File: config.mk
export PLATFORM = sky130hd
export DESIGN_NAME = dest_reg_pipe_flat
export DESIGN_NICKNAME = d
export VERILOG_FILES = /design/src/rtl/dest_reg_pipe_if.sv /design/src/rtl/dest_reg_pipe.sv /design/src/flat_wrapper.sv
export SDC_FILE = /design/constraint.sdc
export NUM_CORES = 1
export LEC_CHECK = 0
export CAP_MARGIN = 30
export CORE_MARGIN = 3
export CORE_UTILIZATION = 36
export DETAILED_ROUTE_END_ITERATION = 12
export SKIP_CTS_REPAIR_TIMING = 1
export SLEW_MARGIN = 20
export SYNTH_ARGS = -nofsm -noshare
export SYNTH_HDL_FRONTEND = slang
export SYNTH_SLANG_ARGS = --single-unit
File: constraint.sdc
create_clock -name Clk -period 1.5 [get_ports Clk]
set_input_delay 0.15 -clock Clk [delete_from_list [all_inputs] [get_ports Clk]]
set_output_delay 0.15 -clock Clk [all_outputs]
set_load 0.03 [all_outputs]
File: src/rtl/dest_reg_pipe_if.sv
// Bus between the ID-stage decode logic and the destination-register
// tracking pipeline. The master drives the ID-stage fields and the
// global Hold/Flush controls. The slave (dest_reg_pipe) returns the
// tracked destination registers, the forwarding selects and the
// load-use stall request.
interface dest_reg_pipe_if #(
    parameter int REG_W = 5
);
    // ID-stage side
    logic             Hold;
    logic             Flush;
    logic [REG_W-1:0] WrReg_ID;
    logic             RegWrite_ID;
    logic             MemRead_ID;
    logic [REG_W-1:0] Rs_ID;
    logic [REG_W-1:0] Rt_ID;
    logic             UsesRt_ID;

    // Pipeline-tracking results
    logic [REG_W-1:0] WrReg_EX;
    logic [REG_W-1:0] WrReg_MEM;
    logic [REG_W-1:0] WrReg_WB;
    logic             RegWrite_WB;
    logic [1:0]       ForwardA;
    logic [1:0]       ForwardB;
    logic             LoadUse;

    modport master (
        output Hold, Flush, WrReg_ID, RegWrite_ID, MemRead_ID,
               Rs_ID, Rt_ID, UsesRt_ID,
        input  WrReg_EX, WrReg_MEM, WrReg_WB, RegWrite_WB,
               ForwardA, ForwardB, LoadUse
    );

    modport slave (
        input  Hold, Flush, WrReg_ID, RegWrite_ID, MemRead_ID,
               Rs_ID, Rt_ID, UsesRt_ID,
        output WrReg_EX, WrReg_MEM, WrReg_WB, RegWrite_WB,
               ForwardA, ForwardB, LoadUse
    );
endinterface

File: src/rtl/dest_reg_pipe.sv
// Destination-register tracking pipeline.
// Carries the destination register number, RegWrite and MemRead from ID
// through EX, MEM and WB. The tracked state drives the EX operand
// forwarding selects and the load-use stall request.
// Register 0 is hard-wired zero. A write to it is dropped at capture, so
// $0 never forwards and never stalls.
module dest_reg_pipe #(
    parameter int REG_W  = 5,
    parameter bit HAZ_EN = 1'b1
) (
    input  logic          Clk,
    input  logic          Rst_n,
    dest_reg_pipe_if.slave bus
);

    // Forwarding select encoding
    localparam logic [1:0] FWD_RF  = 2'b00;
    localparam logic [1:0] FWD_MEM = 2'b10;
    localparam logic [1:0] FWD_WB  = 2'b01;

    // EX stage register
    logic [REG_W-1:0] r_ex_wrreg;
    logic             r_ex_regwrite;
    logic             r_ex_memread;
    logic [REG_W-1:0] r_ex_rs;
    logic [REG_W-1:0] r_ex_rt;

    // MEM stage register
    logic [REG_W-1:0] r_mem_wrreg;
    logic             r_mem_regwrite;
    logic             r_mem_memread;

    // WB stage register
    logic [REG_W-1:0] r_wb_wrreg;
    logic             r_wb_regwrite;

    // Combinational helpers
    logic             w_id_regwrite;
    logic             w_load_use;
    logic             w_bubble;
    logic             w_mem_src_ok;
    logic             w_mem_a_hit;
    logic             w_mem_b_hit;
    logic             w_wb_a_hit;
    logic             w_wb_b_hit;
    logic             w_ld_rs_hit;
    logic             w_ld_rt_hit;

    // MEM is the younger producer, so it wins over WB.
    function automatic logic [1:0] fwd_sel(input logic mem_hit,
                                           input logic wb_hit);
        if (mem_hit)
            return FWD_MEM;
        else if (wb_hit)
            return FWD_WB;
        else
            return FWD_RF;
    endfunction

    // Capture-side qualification: a write to $0 is discarded here so the
    // downstream match logic never has to special-case register 0.
    always_comb begin
        w_id_regwrite = bus.RegWrite_ID && (bus.WrReg_ID != '0);
    end

    // Load-use detection against the instruction currently in ID.
    // A load's data is only available from WB, so one bubble is needed.
    always_comb begin
        w_ld_rs_hit = (r_ex_wrreg == bus.Rs_ID);
        w_ld_rt_hit = bus.UsesRt_ID && (r_ex_wrreg == bus.Rt_ID);
        w_load_use  = HAZ_EN && r_ex_memread && r_ex_regwrite &&
                      (w_ld_rs_hit || w_ld_rt_hit);
        w_bubble    = bus.Flush || w_load_use;
    end

    // Forwarding source qualification from stage registers only; the ID
    // inputs have no path into ForwardA/B. A load sitting in MEM has no
    // data yet, so it is not a valid MEM source.
    always_comb begin
        w_mem_src_ok = r_mem_regwrite && !r_mem_memread;
        w_mem_a_hit  = w_mem_src_ok && (r_mem_wrreg == r_ex_rs);
        w_mem_b_hit  = w_mem_src_ok && (r_mem_wrreg == r_ex_rt);
        w_wb_a_hit   = r_wb_regwrite && (r_wb_wrreg == r_ex_rs);
        w_wb_b_hit   = r_wb_regwrite && (r_wb_wrreg == r_ex_rt);
    end

    // ---- ID -> EX boundary: capture ID fields, or a bubble on flush/stall
    always_ff @(posedge Clk) begin
        if (!Rst_n) begin
            r_ex_wrreg    <= '0;
            r_ex_regwrite <= 1'b0;
            r_ex_memread  <= 1'b0;
            r_ex_rs       <= '0;
            r_ex_rt       <= '0;
        end else if (!bus.Hold) begin
            if (w_bubble) begin
                r_ex_wrreg    <= '0;
                r_ex_regwrite <= 1'b0;
                r_ex_memread  <= 1'b0;
                r_ex_rs       <= '0;
                r_ex_rt       <= '0;
            end else begin
                r_ex_wrreg    <= bus.WrReg_ID;
                r_ex_regwrite <= w_id_regwrite;
                r_ex_memread  <= bus.MemRead_ID;
                r_ex_rs       <= bus.Rs_ID;
                r_ex_rt       <= bus.Rt_ID;
            end
        end
    end

    // ---- EX -> MEM boundary: advance unless the whole pipe is frozen
    always_ff @(posedge Clk) begin
        if (!Rst_n) begin
            r_mem_wrreg    <= '0;
            r_mem_regwrite <= 1'b0;
            r_mem_memread  <= 1'b0;
        end else if (!bus.Hold) begin
            r_mem_wrreg    <= r_ex_wrreg;
            r_mem_regwrite <= r_ex_regwrite;
            r_mem_memread  <= r_ex_memread;
        end
    end

    // ---- MEM -> WB boundary: advance unless the whole pipe is frozen
    always_ff @(posedge Clk) begin
        if (!Rst_n) begin
            r_wb_wrreg    <= '0;
            r_wb_regwrite <= 1'b0;
        end else if (!bus.Hold) begin
            r_wb_wrreg    <= r_mem_wrreg;
            r_wb_regwrite <= r_mem_regwrite;
        end
    end

    // Drive the results onto the bus.
    always_comb begin
        bus.WrReg_EX    = r_ex_wrreg;
        bus.WrReg_MEM   = r_mem_wrreg;
        bus.WrReg_WB    = r_wb_wrreg;
        bus.RegWrite_WB = r_wb_regwrite;
        bus.ForwardA    = fwd_sel(w_mem_a_hit, w_wb_a_hit);
        bus.ForwardB    = fwd_sel(w_mem_b_hit, w_wb_b_hit);
        bus.LoadUse     = w_load_use;
    end

endmodule

File: src/flat_wrapper.sv
// flat-port wrapper written by rule: the top's interface ports become plain ports
module dest_reg_pipe_flat 
#(
    parameter int REG_W  = 5,
    parameter bit HAZ_EN = 1'b1
)
  (Clk, Rst_n, bus_Hold, bus_Flush, bus_WrReg_ID, bus_RegWrite_ID, bus_MemRead_ID, bus_Rs_ID, bus_Rt_ID, bus_UsesRt_ID, bus_WrReg_EX, bus_WrReg_MEM, bus_WrReg_WB, bus_RegWrite_WB, bus_ForwardA, bus_ForwardB, bus_LoadUse);
  dest_reg_pipe_if #(.REG_W(REG_W)) bus_i ();
  input  logic Clk;
  input  logic Rst_n;
  input wire logic [$bits(bus_i.Hold)-1:0] bus_Hold;
  input wire logic [$bits(bus_i.Flush)-1:0] bus_Flush;
  input wire logic [$bits(bus_i.WrReg_ID)-1:0] bus_WrReg_ID;
  input wire logic [$bits(bus_i.RegWrite_ID)-1:0] bus_RegWrite_ID;
  input wire logic [$bits(bus_i.MemRead_ID)-1:0] bus_MemRead_ID;
  input wire logic [$bits(bus_i.Rs_ID)-1:0] bus_Rs_ID;
  input wire logic [$bits(bus_i.Rt_ID)-1:0] bus_Rt_ID;
  input wire logic [$bits(bus_i.UsesRt_ID)-1:0] bus_UsesRt_ID;
  output wire logic [$bits(bus_i.WrReg_EX)-1:0] bus_WrReg_EX;
  output wire logic [$bits(bus_i.WrReg_MEM)-1:0] bus_WrReg_MEM;
  output wire logic [$bits(bus_i.WrReg_WB)-1:0] bus_WrReg_WB;
  output wire logic [$bits(bus_i.RegWrite_WB)-1:0] bus_RegWrite_WB;
  output wire logic [$bits(bus_i.ForwardA)-1:0] bus_ForwardA;
  output wire logic [$bits(bus_i.ForwardB)-1:0] bus_ForwardB;
  output wire logic [$bits(bus_i.LoadUse)-1:0] bus_LoadUse;
  assign bus_i.Hold = bus_Hold;
  assign bus_i.Flush = bus_Flush;
  assign bus_i.WrReg_ID = bus_WrReg_ID;
  assign bus_i.RegWrite_ID = bus_RegWrite_ID;
  assign bus_i.MemRead_ID = bus_MemRead_ID;
  assign bus_i.Rs_ID = bus_Rs_ID;
  assign bus_i.Rt_ID = bus_Rt_ID;
  assign bus_i.UsesRt_ID = bus_UsesRt_ID;
  assign bus_WrReg_EX = bus_i.WrReg_EX;
  assign bus_WrReg_MEM = bus_i.WrReg_MEM;
  assign bus_WrReg_WB = bus_i.WrReg_WB;
  assign bus_RegWrite_WB = bus_i.RegWrite_WB;
  assign bus_ForwardA = bus_i.ForwardA;
  assign bus_ForwardB = bus_i.ForwardB;
  assign bus_LoadUse = bus_i.LoadUse;
  dest_reg_pipe #(.REG_W(REG_W), .HAZ_EN(HAZ_EN)) u_core (.Clk(Clk), .Rst_n(Rst_n), .bus(bus_i));
endmodule
==> impl_metrics.ini <==
[worst_setup_path]
worstPathArrival_ns = 1.51
endpoint_kind = output port
cp_max_fo = 3
worstSetupStartpointType = flip-flop
path_common_cell = buf_6
crit_type = reg -> out
crit_required_ns = 1.35
cp_slowest_cell = dfxtp_2
max_stage_delay_ns = 0.32
worst-path-buf-inv = 2
cpLargestDelayFamily = simple AND/OR/NAND/NOR gates
worstPathCellList = buf_6 -> xor2_1 -> nor4_1 -> nand3_1 -> nor2_2 -> buf_6

[clock_tree]
clk_path_buf_depth = 2
clk_pin_slew_ns = 0.06
cts.sinks = 30
cts-root-buf = clkbuf_8
htreeDepth = 2
cts_tree = yes
insertion_delay_ns = 0.29
cts_inserted_buffers = 5

[grt]
grt_max_degree = 40
antenna_found_initial = 0
grt_first_pass_wirelength_um = 7130
gr-total-overflow = 0
track_usage_pct = 17.9
grt_pass1_vias = 1510

[floorplan]
num_io_pins = 43
die-width_um = 72.0
num_rows = 23
core_mm2 = 0.00412
dieArea_mm2 = 0.00519
die_height_um = 72.0
initial_utilization_pct = 38.2

[cells_and_area]
fin_area_mm2 = 0.00256
finalNonFillerCells = 288
final_util_pct = 62.2
post_route_cells_drive_above_1_share_pct = 34.0
antenna_cells = 0
fin_nets = 259
area_growth_syn_to_layout_pct = 63.1

[timing]
setup_violations = 5
min_period_over_period_pct = 111
fmax_mhz = 603
clock_skew_ns = 0.00599
rsz0062_at_grt = yes
min_period_ns = 1.66
holdWs_ns = 0.331
finalHoldViolations = 0
slew_headroom_pct = 61.7
drv_slew = 0
setup_tns_ns = -0.380
tightest_slew_ns = 0.574
worst_slack_ns = -0.159

[worst_hold_path]
holdCritPathClass = in -> reg

[synth]
synth_cells = 168
avgSynthCellArea_um2 = 9.35
ys_ff_latch = 30
seq_area_frac_synth_pct = 38.2
synth_fp_nets = 190
syn_area_mm2 = 0.00157
yosysWarnings = 0
synth_cell_types = 24

[power]
ir_drop_mv = 0.400
cellLeakagePower_nw = 1.35
pwr_density_cell_mw_per_mm2 = 727

[route]
viasPerCell = 5.07
first_iter_violations = 51
drc = 0
wire_per_inst_um = 15.6
dr.pass1.iters = 4
routed_wl_um = 4490
ant_nets = 0
vias = 1461

[place]
gp_congestion = 0.881
post_dp_cell_area_mm2 = 0.00223
hpwl_um = 3310
dp.cells = 276
placement.io_buffers = 42

[outcome]
failed_checks = setup timing
status = finished with violations

[run]
max-cap-violations = 0
-- cell type report --
class                      instances  area (µm²)
clock buffer                       6        82.6
clock inverter                     2        12.5
sequential                        30         621
tap                               50        62.6
multi-input combinational        117        1010
inverter                           9        33.8
timing repair buffer              74         742
fill                             342        1550
-- cell usage in the layout (no fill, tap or decap), drive strengths merged, types with 2 or more instances in the layout --
cell	netlist	final
nand3	27	27
inv	9	9
dfxtp	30	30
xnor2	20	20
nand4	5	5
buf	6	37
o21ai	8	8
o41ai	9	9
nor4	2	2
dlymetal6s2s	0	17
xor2	10	10
clkbuf	6	6
nor3	2	2
nor2b	13	13
mux2i	13	13
clkdlybuf4s50	0	20
nor2	3	3
nand2b	2	2
-- state kept, by name (all words and copies together) (netlist names) --
| name | flops |
|---|---|
| u_core.r_ex_rt | 5 |
| u_core.r_ex_memread | 1 |
| u_core.r_ex_regwrite | 1 |
| u_core.r_ex_rs | 5 |
| u_core.r_mem_memread | 1 |
| u_core.bus.RegWrite_WB | 1 |
| u_core.bus.WrReg_MEM | 5 |
| u_core.bus.WrReg_EX | 5 |
| u_core.r_mem_regwrite | 1 |
| u_core.bus.WrReg_WB | 5 |
-- synthesized netlist by cell type (all sizes together) --
library cell | instances | area, µm²
nor2 | 3 | 11.3
nor4 | 2 | 12.5
nand3 | 27 | 135
nor3 | 2 | 10.0
nor2b | 13 | 81.3
xor2 | 10 | 87.6
o41ai | 9 | 97.6
mux2i | 13 | 130
buf | 6 | 40.0
or4 | 1 | 7.51
xnor2 | 20 | 175
inv | 9 | 33.8
o22ai | 1 | 20.0
nand2b | 2 | 12.5
clkbuf | 6 | 22.5
dfxtp | 30 | 601
nand4 | 5 | 43.8
o2111ai | 1 | 8.76
o21ai | 8 | 40.0
-- report_power, final --
part           total (mW)  internal (mW)  switching (mW)
sequential          0.853          0.820          0.0334
combinational       0.326          0.177           0.149
clock               0.683          0.368           0.315
-- per-layer routing --
metal	global-route usage [%]	vias to the layer above	part of all wire, %
met5	0	-	0
met4	8.56	0	2.3
met3	4.16	11	5.3
met2	28.3	51	49
met1	23.0	674	44
li1	-	725	-
-- worst paths after layout --
check / end / cells after the start / slack, ns / from
max: bus_ForwardA[0] / 6 / -0.16 / u_core.bus.WrReg_WB[0]
max reg2reg: u_core.r_ex_rt[1] / 6 / 0.04 / u_core.bus.WrReg_EX[1]
min reg2reg: u_core.r_ex_memread / 2 / 0.54 / u_core.r_ex_memread
min: u_core.r_ex_rt[1] / 4 / 0.33 / bus_Rt_ID[1]
-- stage by stage --
stage	total power, mW	setup WS, ns
2_1_floorplan	1.02	0.0256
3_3_place_gp	1.16	-0.264
4_1_cts	1.85	-0.602
5_1_grt	1.95	-0.292
6_report	1.86	-0.159
3_5_place_dp	1.17	-0.284
-- worst register-to-register path, stage by stage (launching register included) --
cell	delay [ns]
dfxtp_4	0.37
xnor2_2	0.13
nand4_1	0.16
o22ai_4	0.12
buf_4	0.15
buf_12	0.14
o41ai_1	0.29
-- cells by family after synthesis --
logic type	after synthesis	share of synthesized area [%]
AO/OA/AOI/OAI	19	10.6
XOR/XNOR	30	16.7
buffers and inverters	21	6.13
flip-flops	30	38.2
multiplexers	13	8.29
AND/OR/NAND/NOR	55	20.0
No activity file was read; power rests on OpenSTA's default activity.
